`src/rtl/heap_pkg.sv`:
```
// Shared types and key ordering for heap_ctrl.
// Define HEAP_CTRL_MAXHEAP_EN to build a max-heap; the default build is a min-heap.
package heap_pkg;

  localparam int unsigned KEY_W = 8;

  typedef enum logic [2:0] {
    IDLE,
    UP_RD,
    UP_WR,
    RM_LAST,
    DN_RDL,
    DN_RDR,
    DN_CMP
  } heap_state_e;

  // True when key a must sit above key b; strict, so equal keys never swap.
  function automatic logic key_before(input logic [KEY_W-1:0] a, input logic [KEY_W-1:0] b);
`ifdef HEAP_CTRL_MAXHEAP_EN
    return a > b;
`else
    return a < b;
`endif
  endfunction

endpackage

```
`src/rtl/heap_ctrl.sv`:
```
// Binary heap controller over an external single-port memory, one access per cycle.
// Ordering is min-heap by default, max-heap when HEAP_CTRL_MAXHEAP_EN is defined.
module heap_ctrl
  import heap_pkg::*;
#(
  parameter int unsigned ADDR_W = 8
) (
  input  logic              clk,
  input  logic              reset,
  input  logic              ins_req,
  input  logic [KEY_W-1:0]  ins_data,
  input  logic              rem_req,
  output logic              ready,
  output logic              empty,
  output logic              full,
  output logic [ADDR_W-1:0] count,
  output logic [KEY_W-1:0]  top_data,
  output logic              rem_valid,
  output logic [KEY_W-1:0]  rem_data,
  output logic              ovf,
  output logic              udf,
  output logic [ADDR_W-1:0] mem_addr,
  output logic              mem_wen,
  output logic [KEY_W-1:0]  mem_din,
  input  logic [KEY_W-1:0]  mem_dout
);

  localparam int unsigned LW = ADDR_W + 1;

  heap_state_e       state_q;
  logic [ADDR_W-1:0] count_q, idx_q, ci_q;
  logic [KEY_W-1:0]  val_q, p_q, c_q, rem_data_q;
  logic              phase_q, rem_valid_q, ovf_q, udf_q;

  logic [LW-1:0] l_c, l1_c, cnt_w_c;
  logic          full_c;

  assign l_c     = {idx_q, 1'b0};
  assign l1_c    = l_c + LW'(1);
  assign cnt_w_c = {1'b0, count_q};
  assign full_c  = (count_q == {ADDR_W{1'b1}});

  // Memory port decode: address/write are a pure function of the registered state.
  always_comb begin
    mem_addr = ADDR_W'(1);
    mem_wen  = 1'b0;
    mem_din  = val_q;
    case (state_q)
      UP_RD: begin
        if (idx_q == ADDR_W'(1) || phase_q) begin
          mem_addr = idx_q;
          mem_wen  = 1'b1;
        end else begin
          mem_addr = idx_q >> 1;
        end
      end
      UP_WR: begin
        mem_addr = idx_q;
        mem_wen  = 1'b1;
        mem_din  = p_q;
      end
      RM_LAST: mem_addr = count_q;
      DN_RDL: begin
        if (l_c > cnt_w_c) begin
          mem_addr = idx_q;
          mem_wen  = 1'b1;
        end else begin
          mem_addr = l_c[ADDR_W-1:0];
        end
      end
      DN_RDR: if (l1_c <= cnt_w_c) mem_addr = l1_c[ADDR_W-1:0];
      DN_CMP: begin
        mem_addr = idx_q;
        mem_wen  = 1'b1;
        mem_din  = key_before(c_q, val_q) ? c_q : val_q;
      end
      default: ;
    endcase
  end

  always_ff @(posedge clk) begin
    if (reset) begin
      state_q     <= IDLE;
      count_q     <= '0;
      idx_q       <= '0;
      ci_q        <= '0;
      val_q       <= '0;
      p_q         <= '0;
      c_q         <= '0;
      phase_q     <= 1'b0;
      rem_data_q  <= '0;
      rem_valid_q <= 1'b0;
      ovf_q       <= 1'b0;
      udf_q       <= 1'b0;
    end else begin
      rem_valid_q <= 1'b0;
      ovf_q       <= 1'b0;
      udf_q       <= 1'b0;
      case (state_q)
        IDLE: begin
          if (rem_req) begin
            if (count_q == '0) begin
              udf_q <= 1'b1;
            end else begin
              rem_data_q  <= mem_dout;
              rem_valid_q <= 1'b1;
              state_q     <= RM_LAST;
            end
          end else if (ins_req) begin
            if (full_c) begin
              ovf_q <= 1'b1;
            end else begin
              val_q   <= ins_data;
              idx_q   <= count_q + ADDR_W'(1);
              count_q <= count_q + ADDR_W'(1);
              phase_q <= 1'b0;
              state_q <= UP_RD;
            end
          end
        end
        // Phase 0 reads the parent; phase 1 writes val once no swap is needed.
        UP_RD: begin
          if (idx_q == ADDR_W'(1) || phase_q) begin
            state_q <= IDLE;
          end else if (key_before(val_q, mem_dout)) begin
            p_q     <= mem_dout;
            state_q <= UP_WR;
          end else begin
            phase_q <= 1'b1;
          end
        end
        UP_WR: begin
          idx_q   <= idx_q >> 1;
          phase_q <= 1'b0;
          state_q <= UP_RD;
        end
        RM_LAST: begin
          val_q   <= mem_dout;
          count_q <= count_q - ADDR_W'(1);
          idx_q   <= ADDR_W'(1);
          state_q <= (count_q == ADDR_W'(1)) ? IDLE : DN_RDL;
        end
        DN_RDL: begin
          if (l_c > cnt_w_c) begin
            state_q <= IDLE;
          end else begin
            c_q     <= mem_dout;
            ci_q    <= l_c[ADDR_W-1:0];
            state_q <= DN_RDR;
          end
        end
        DN_RDR: begin
          if (l1_c <= cnt_w_c && key_before(mem_dout, c_q)) begin
            c_q  <= mem_dout;
            ci_q <= l1_c[ADDR_W-1:0];
          end
          state_q <= DN_CMP;
        end
        DN_CMP: begin
          if (key_before(c_q, val_q)) begin
            idx_q   <= ci_q;
            state_q <= DN_RDL;
          end else begin
            state_q <= IDLE;
          end
        end
        default: state_q <= IDLE;
      endcase
    end
  end

  assign ready     = (state_q == IDLE);
  assign empty     = (count_q == '0);
  assign full      = full_c;
  assign count     = count_q;
  assign top_data  = mem_dout;
  assign rem_valid = rem_valid_q;
  assign rem_data  = rem_data_q;
  assign ovf       = ovf_q;
  assign udf       = udf_q;

endmodule

```
`config.mk`:
```
export PLATFORM = sky130hd
export DESIGN_NAME = heap_ctrl
export DESIGN_NICKNAME = d
export VERILOG_FILES = /design/src/rtl/heap_pkg.sv /design/src/rtl/heap_ctrl.sv
export SDC_FILE = /design/constraint.sdc
export NUM_CORES = 1
export LEC_CHECK = 0
export CAP_MARGIN = 15
export CORE_AREA = 2 2 109 111
export CTS_CLUSTER_DIAMETER = 40
export DETAILED_ROUTE_END_ITERATION = 10
export DIE_AREA = 0 0 111 113
export PLACE_DENSITY = 0.74
export SYNTH_ARGS = -nofsm -noshare
export SYNTH_HDL_FRONTEND = slang
export SYNTH_SLANG_ARGS = --single-unit
```
`constraint.sdc`:
```
create_clock -name clk -period 2.5 [get_ports clk]
set_input_delay 0.25 -clock clk [delete_from_list [all_inputs] [get_ports clk]]
set_output_delay 0.25 -clock clk [all_outputs]
set_load 0.02 [all_outputs]
```
==> impl_metrics.yaml <==
outcome:
  outcome: "finished with violations"
  violations: "setup timing"
grt:
  grt_pass1_vias: 4648
  grt_start_max_net_pins: 26
  grt_overflow_total: 0
  grtUsageTotal_pct: 24.2
  antenna_found_initial: 0
  grt_pass1_wl_um: 24300
clock_network:
  clk_latency_ns: 0.34
  path_clk_slew_ns: 0.05
  cts_root_buffer: "clkbuf_16"
  cts_tree: "yes"
  cts_buffer_depth: 2
  cts_sinks: 63
  cts_buffers: 9
  htree_levels: 3
critical_path:
  critPathBufInv: 2
  crit_slowest_cell: "dfxtp_1"
  worstPathArrival_ns: 2.51
  endpoint_kind: "primary output"
  r2r_end: "c_q[1]$_SDFFE_PP0P_"
  reg2reg_depth: 12
  required_ns: 2.25
  path_delay_family: "compound AO/OA/AOI/OAI gates"
  cp-start-kind: "flop"
  path_class: "reg -> out"
  crit_chain: "ha_4 -> a21oi_2 -> o221ai_4 -> o32a_1 -> buf_4 -> a21oi_4 -> o21ai_4 -> a221o_1 -> buf_6"
  reg2reg_slack_ns: -0.16
  crit-reg2reg-launch: "count[7]$_SDFFE_PP0P_"
  crit_fanout: 8
  cp.depth: 9
  critPathMaxStageDelay_ns: 0.45
timing:
  min_period_over_period_pct: 110
  period_needed_ns: 2.76
  setup_viol: 26
  fmax_mhz: 363
  finalHoldViolCount: 0
  rsz0062_at_grt: "yes"
  drv_slew: 0
  worst_pin_slew_ns: 0.568
  finClkSkew_ns: 0.0108
  maxSlewHeadroom_pct: 62.1
  fin_ws_ns: -0.256
layout:
  final_cell_mix: "buf_4 (102), dfxtp_1 (50), clkdlybuf4s50_1 (47)"
  final_area_um2: 6640
  syn2layout_area_growth_pct: 49.2
  layout_commonest_cell: "buf_4"
  fin_nets: 744
  diodes: 0
  drive_gt1_share_pct: 32.5
detailed_routing:
  drc: 0
  first_pass_iters: 5
  drtAntennaViolNets: 0
  drt_iter0_markers: 473
  vias_per_cell: 5.87
  num_vias: 4916
  totalWireLength_um: 16000
  wl_per_cell_um: 19.1
job:
  cap_violations: 0
logic_synthesis:
  syn_avg_cell_area_um2: 8.11
  ys.warnings.count: 0
  yosys_register_bits: 63
  synth_nets: 602
  postSynthCellCount: 549
  ys_seq_area_share_pct: 28.3
  ys_top_cells_by_area: "dfxtp_1 (28%), ha_1 (9.3%), mux2i_1 (7.4%)"
  yosys_most_used_dff: "dfxtp_1"
  ys_types: 64
  async_reset_ff_share_pct: 0
  synth_top_area_cell: "dfxtp_1"
  synth_area_um2: 4450
  netlist.area_leader.share_pct: 28.3
  synth-edff-count: 0
min_path:
  worstHoldStart: "reset"
  min_path_type: "in -> reg"
  holdPathStages: 2
  hold_end: "rem_data[5]$_SDFFE_PP0P_"
placement:
  placed_area_um2: 5740
  dp_hpwl_um: 10400
  dp_slack_ns: -0.371
  place_congestion: 0.909
  io_buffers: 66
power:
  vdd_drop_max_mv: 0.584
  leakage_uw: 0.00270
  power_density_nw_per_um2: 1300
die:
  core_um2: 11300
  die_area_um2: 12500
  fp.dieH_um: 113
  initial_core_util_pct: 39.5
  num_rows: 39
  die_x_um: 111
  pin_count: 67
report_power, final:
group          switching, uW  internal, uW
clock                    481           819
sequential               195          1260
combinational           3070          2820
stage by stage:
stage,utilization [%],std cells,power (uW),TNS [ns],hold WS (ns)
floorplan,-,549,4060,0,0.397
global placement,51.0,799,5630,-4.21,0.459
detailed placement,51.0,799,5730,-5.51,0.464
CTS,56.1,827,7610,-1.46,0.362
global route,58.9,838,9030,-6.34,0.407
finish,58.9,838,8650,-3.60,0.372
cells in the mapped netlist (9+ instances only):
library cell  count
dfxtp_1          63
xnor2_1          10
nand2_1          47
a21oi_1          32
nand2b_1         39
o22ai_1          18
ha_1             33
nor2_1           43
buf_2             9
mux2i_1          33
buf_4            10
o21ai_0          30
clkbuf_1         22
inv_1            39
state kept, by name, summed over array words and instances, names as in the netlist:
signal and count:
udf 1, c_q 8, state_q 3, phase_q 1, idx_q 8, p_q 8
rem_data 8, ovf 1, ci_q 8, val_q 8, count 8, rem_valid 1
logic make-up (layout without fill, tap and decap cells):
logic type / Yosys count / in the layout / synth area share [%]
compound gates: 143 / 144 / 22.9
xor+xnor: 11 / 11 / 2.16
fa+ha+maj: 33 / 33 / 9.28
buf+inv: 84 / 229 / 8.52
flops: 63 / 63 / 28.3
mux: 33 / 33 / 7.42
simple gates: 182 / 182 / 21.4
area by class of cell:
cell class	count	area [um^2]
Clock buffer	12	256
Clock inverter	3	42.5
Fill cell	879	4630
Inverter	39	146
Multi-Input combinational cell	403	3210
Sequential cell	63	1280
Tap cell	143	179
Timing Repair Buffer	175	1520
routing by layer:
layer / GRT usage [%] / part of all wire [%]
met1: 31.7 / 42
met2: 38.9 / 46
met3: 4.77 / 8.2
met4: 10.5 / 4.2
met5: 0 / 0
what timing repair did:
item,in CTS,in global routing
setup endpoints to repair,26,36
setup buffers,12,10
pin swaps,24,18
gates cloned,1,1
endpoints found under the hold margin,0,0
resized for setup,122,46
hold buffers,0,0
how the worst max path moves through the flow:
| stage | start | end | slack (ns) |
|---|---|---|---|
| after global routing | idx_q[3]$_SDFFE_PP0P_ | mem_addr[7] | -0.35 |
| after detailed placement | count[6]$_SDFFE_PP0P_ | mem_addr[7] | -0.37 |
| after CTS | count[6]$_SDFFE_PP0P_ | mem_addr[7] | -0.22 |
| final | idx_q[3]$_SDFFE_PP0P_ | mem_addr[7] | -0.26 |
| after floorplan | count[6]$_SDFFE_PP0P_ | mem_addr[1] | 0.02 |
| after global placement | count[7]$_SDFFE_PP0P_ | mem_addr[7] | -0.34 |
Note: power is estimated with default switching activity, not from simulation.
==> patch: new RTL, config.mk and constraints unchanged <==
Make the reset (`reset`) asynchronous in one clocked block.
--- a/src/rtl/heap_ctrl.sv
+++ b/src/rtl/heap_ctrl.sv
@@ -79,5 +79,5 @@
   end
 
-  always_ff @(posedge clk) begin
+  always_ff @(posedge clk or posedge reset) begin
     if (reset) begin
       state_q     <= IDLE;
Function: differs if reset is asserted again (counterexample within 4 cycles, from zero or initial values and one cycle with reset high); with reset held inactive, the same outputs for 10 cycles.
==> patch against the original RTL <==
  * The run still ends with setup timing left
  * Worst hold slack got worse by 0.072 ns
  * Via count decreased by 18%
  * Largest power group unchanged
  * Sequential power is 32% higher
  * Sequential share of layout area grew 6.0 points
  * Cell area shrank 5.5%
  * Sequential cell count unchanged
  * Area after synthesis decreased by 3.4%
  * Setup slack worse by 0.059 ns
  * Die area unchanged
  * Total power is 18% higher
  * Wire length decreased by 15%
==> patch: results (changes against the original RTL) <==
stage;metric;value;unit;change
place;post_dp_cell_area;5600;µm²;-2.5%
synth;mappedNetlistNets;499;;-17%
place;dp_hpwl;9.58;mm;-7.8%
synth;yosys-top-cells-area;dfrtp_1, ha_1, mux2_2;;
global_routing;grtUsageMet2;37.1;%;-1.8 points
drt;wire_per_inst;18.5;µm;-3.0%
synth;yosysSeqAreaShare;36.7;%;+8.3 points
clocking;post_cts_resized;94;;-23%
drt;vias;4008;;-18%
worst_setup_path;slowest_stage;dfrtp_1;;
worst_setup_path;worstRegToRegCells;10;;-2
clocking;post_cts_buffers;3;;-9
finish;drive_gt1_share;36.6;%;+4.1 points
sta;setup_tns;-2.48;ns;+1.12 ns
global_routing;use_met3;3.96;%;-0.80 points
synth;synthDistinctLibCells;63;;-1.6%
sta;setup_slack;-0.315;ns;-0.0591 ns
place;dp_cells;708;;-11%
pwr;power_leakage;2.76;nW;+2.1%
global_routing;grt_use_met1;26.1;%;-5.5 points
drt;met2_wirelength;6.74;mm;-7.6%
finish;fillers;997;;+13%
worst_setup_path;r2r-start;c_q[4]$_DFFE_PP0P_;;
sta;hold_ws;0.300;ns;-0.0724 ns
finish;final_nets;638;;-14%
worst_setup_path;crit_path_end;mem_addr[1];;
drt;drt-met1-wl;5.63;mm;-16%
global_routing;grt_max_degree;64;;+150%
sta;fin_skew;0.00739;ns;-0.00343 ns
global_routing;grt_pass1_vias;4252;;-8.5%
synth;synth.avg_cell_area;9.64;µm²;+19%
run_status;violations;setup timing;;
pwr;ir_drop;953;µV;+63%
hold_path;hold_class;in -> async;;
run_status;status;finished, violations left;;
synth;synth_commonest_cells;dfrtp_1, nand2_1, inv_1;;
sta;setup-violations-final;9;;-65%
==> patch: cell families after synthesis <==
group	Yosys count	share of synthesized area [%]
AO/OA/AOI/OAI	110	17.9
XOR/XNOR	14	2.85
adder cells (fa/ha/maj)	33	9.61
buffers and inverters	66	7.71
flip-flops	63	36.7
multiplexers	41	10.5
AND/OR/NAND/NOR	119	14.8
==> patch: where the power goes <==
| group | switching (mW) | total, mW | internal (mW) |
|---|---|---|---|
| Combinational | 3.61 | 6.91 | 3.30 |
| Clock | 0.481 | 1.35 | 0.869 |
| Sequential | 0.378 | 1.92 | 1.54 |
==> patch: cell type report <==
type | count | area, µm² | area share [%]
multi-input combinational | 318 | 2680 | 42.7
sequential | 63 | 1590 | 25.3
timing repair buffer | 155 | 1370 | 21.8
clock buffer | 10 | 229 | 3.65
tap | 143 | 179 | 2.85
inverter | 38 | 143 | 2.27
clock inverter | 6 | 85.1 | 1.36
==> patch: worst min-delay path, cell delays in order <==
cell and delay [ns]:
clkdlybuf4s50_1 0.41, inv_2 0.07, buf_12 0.31
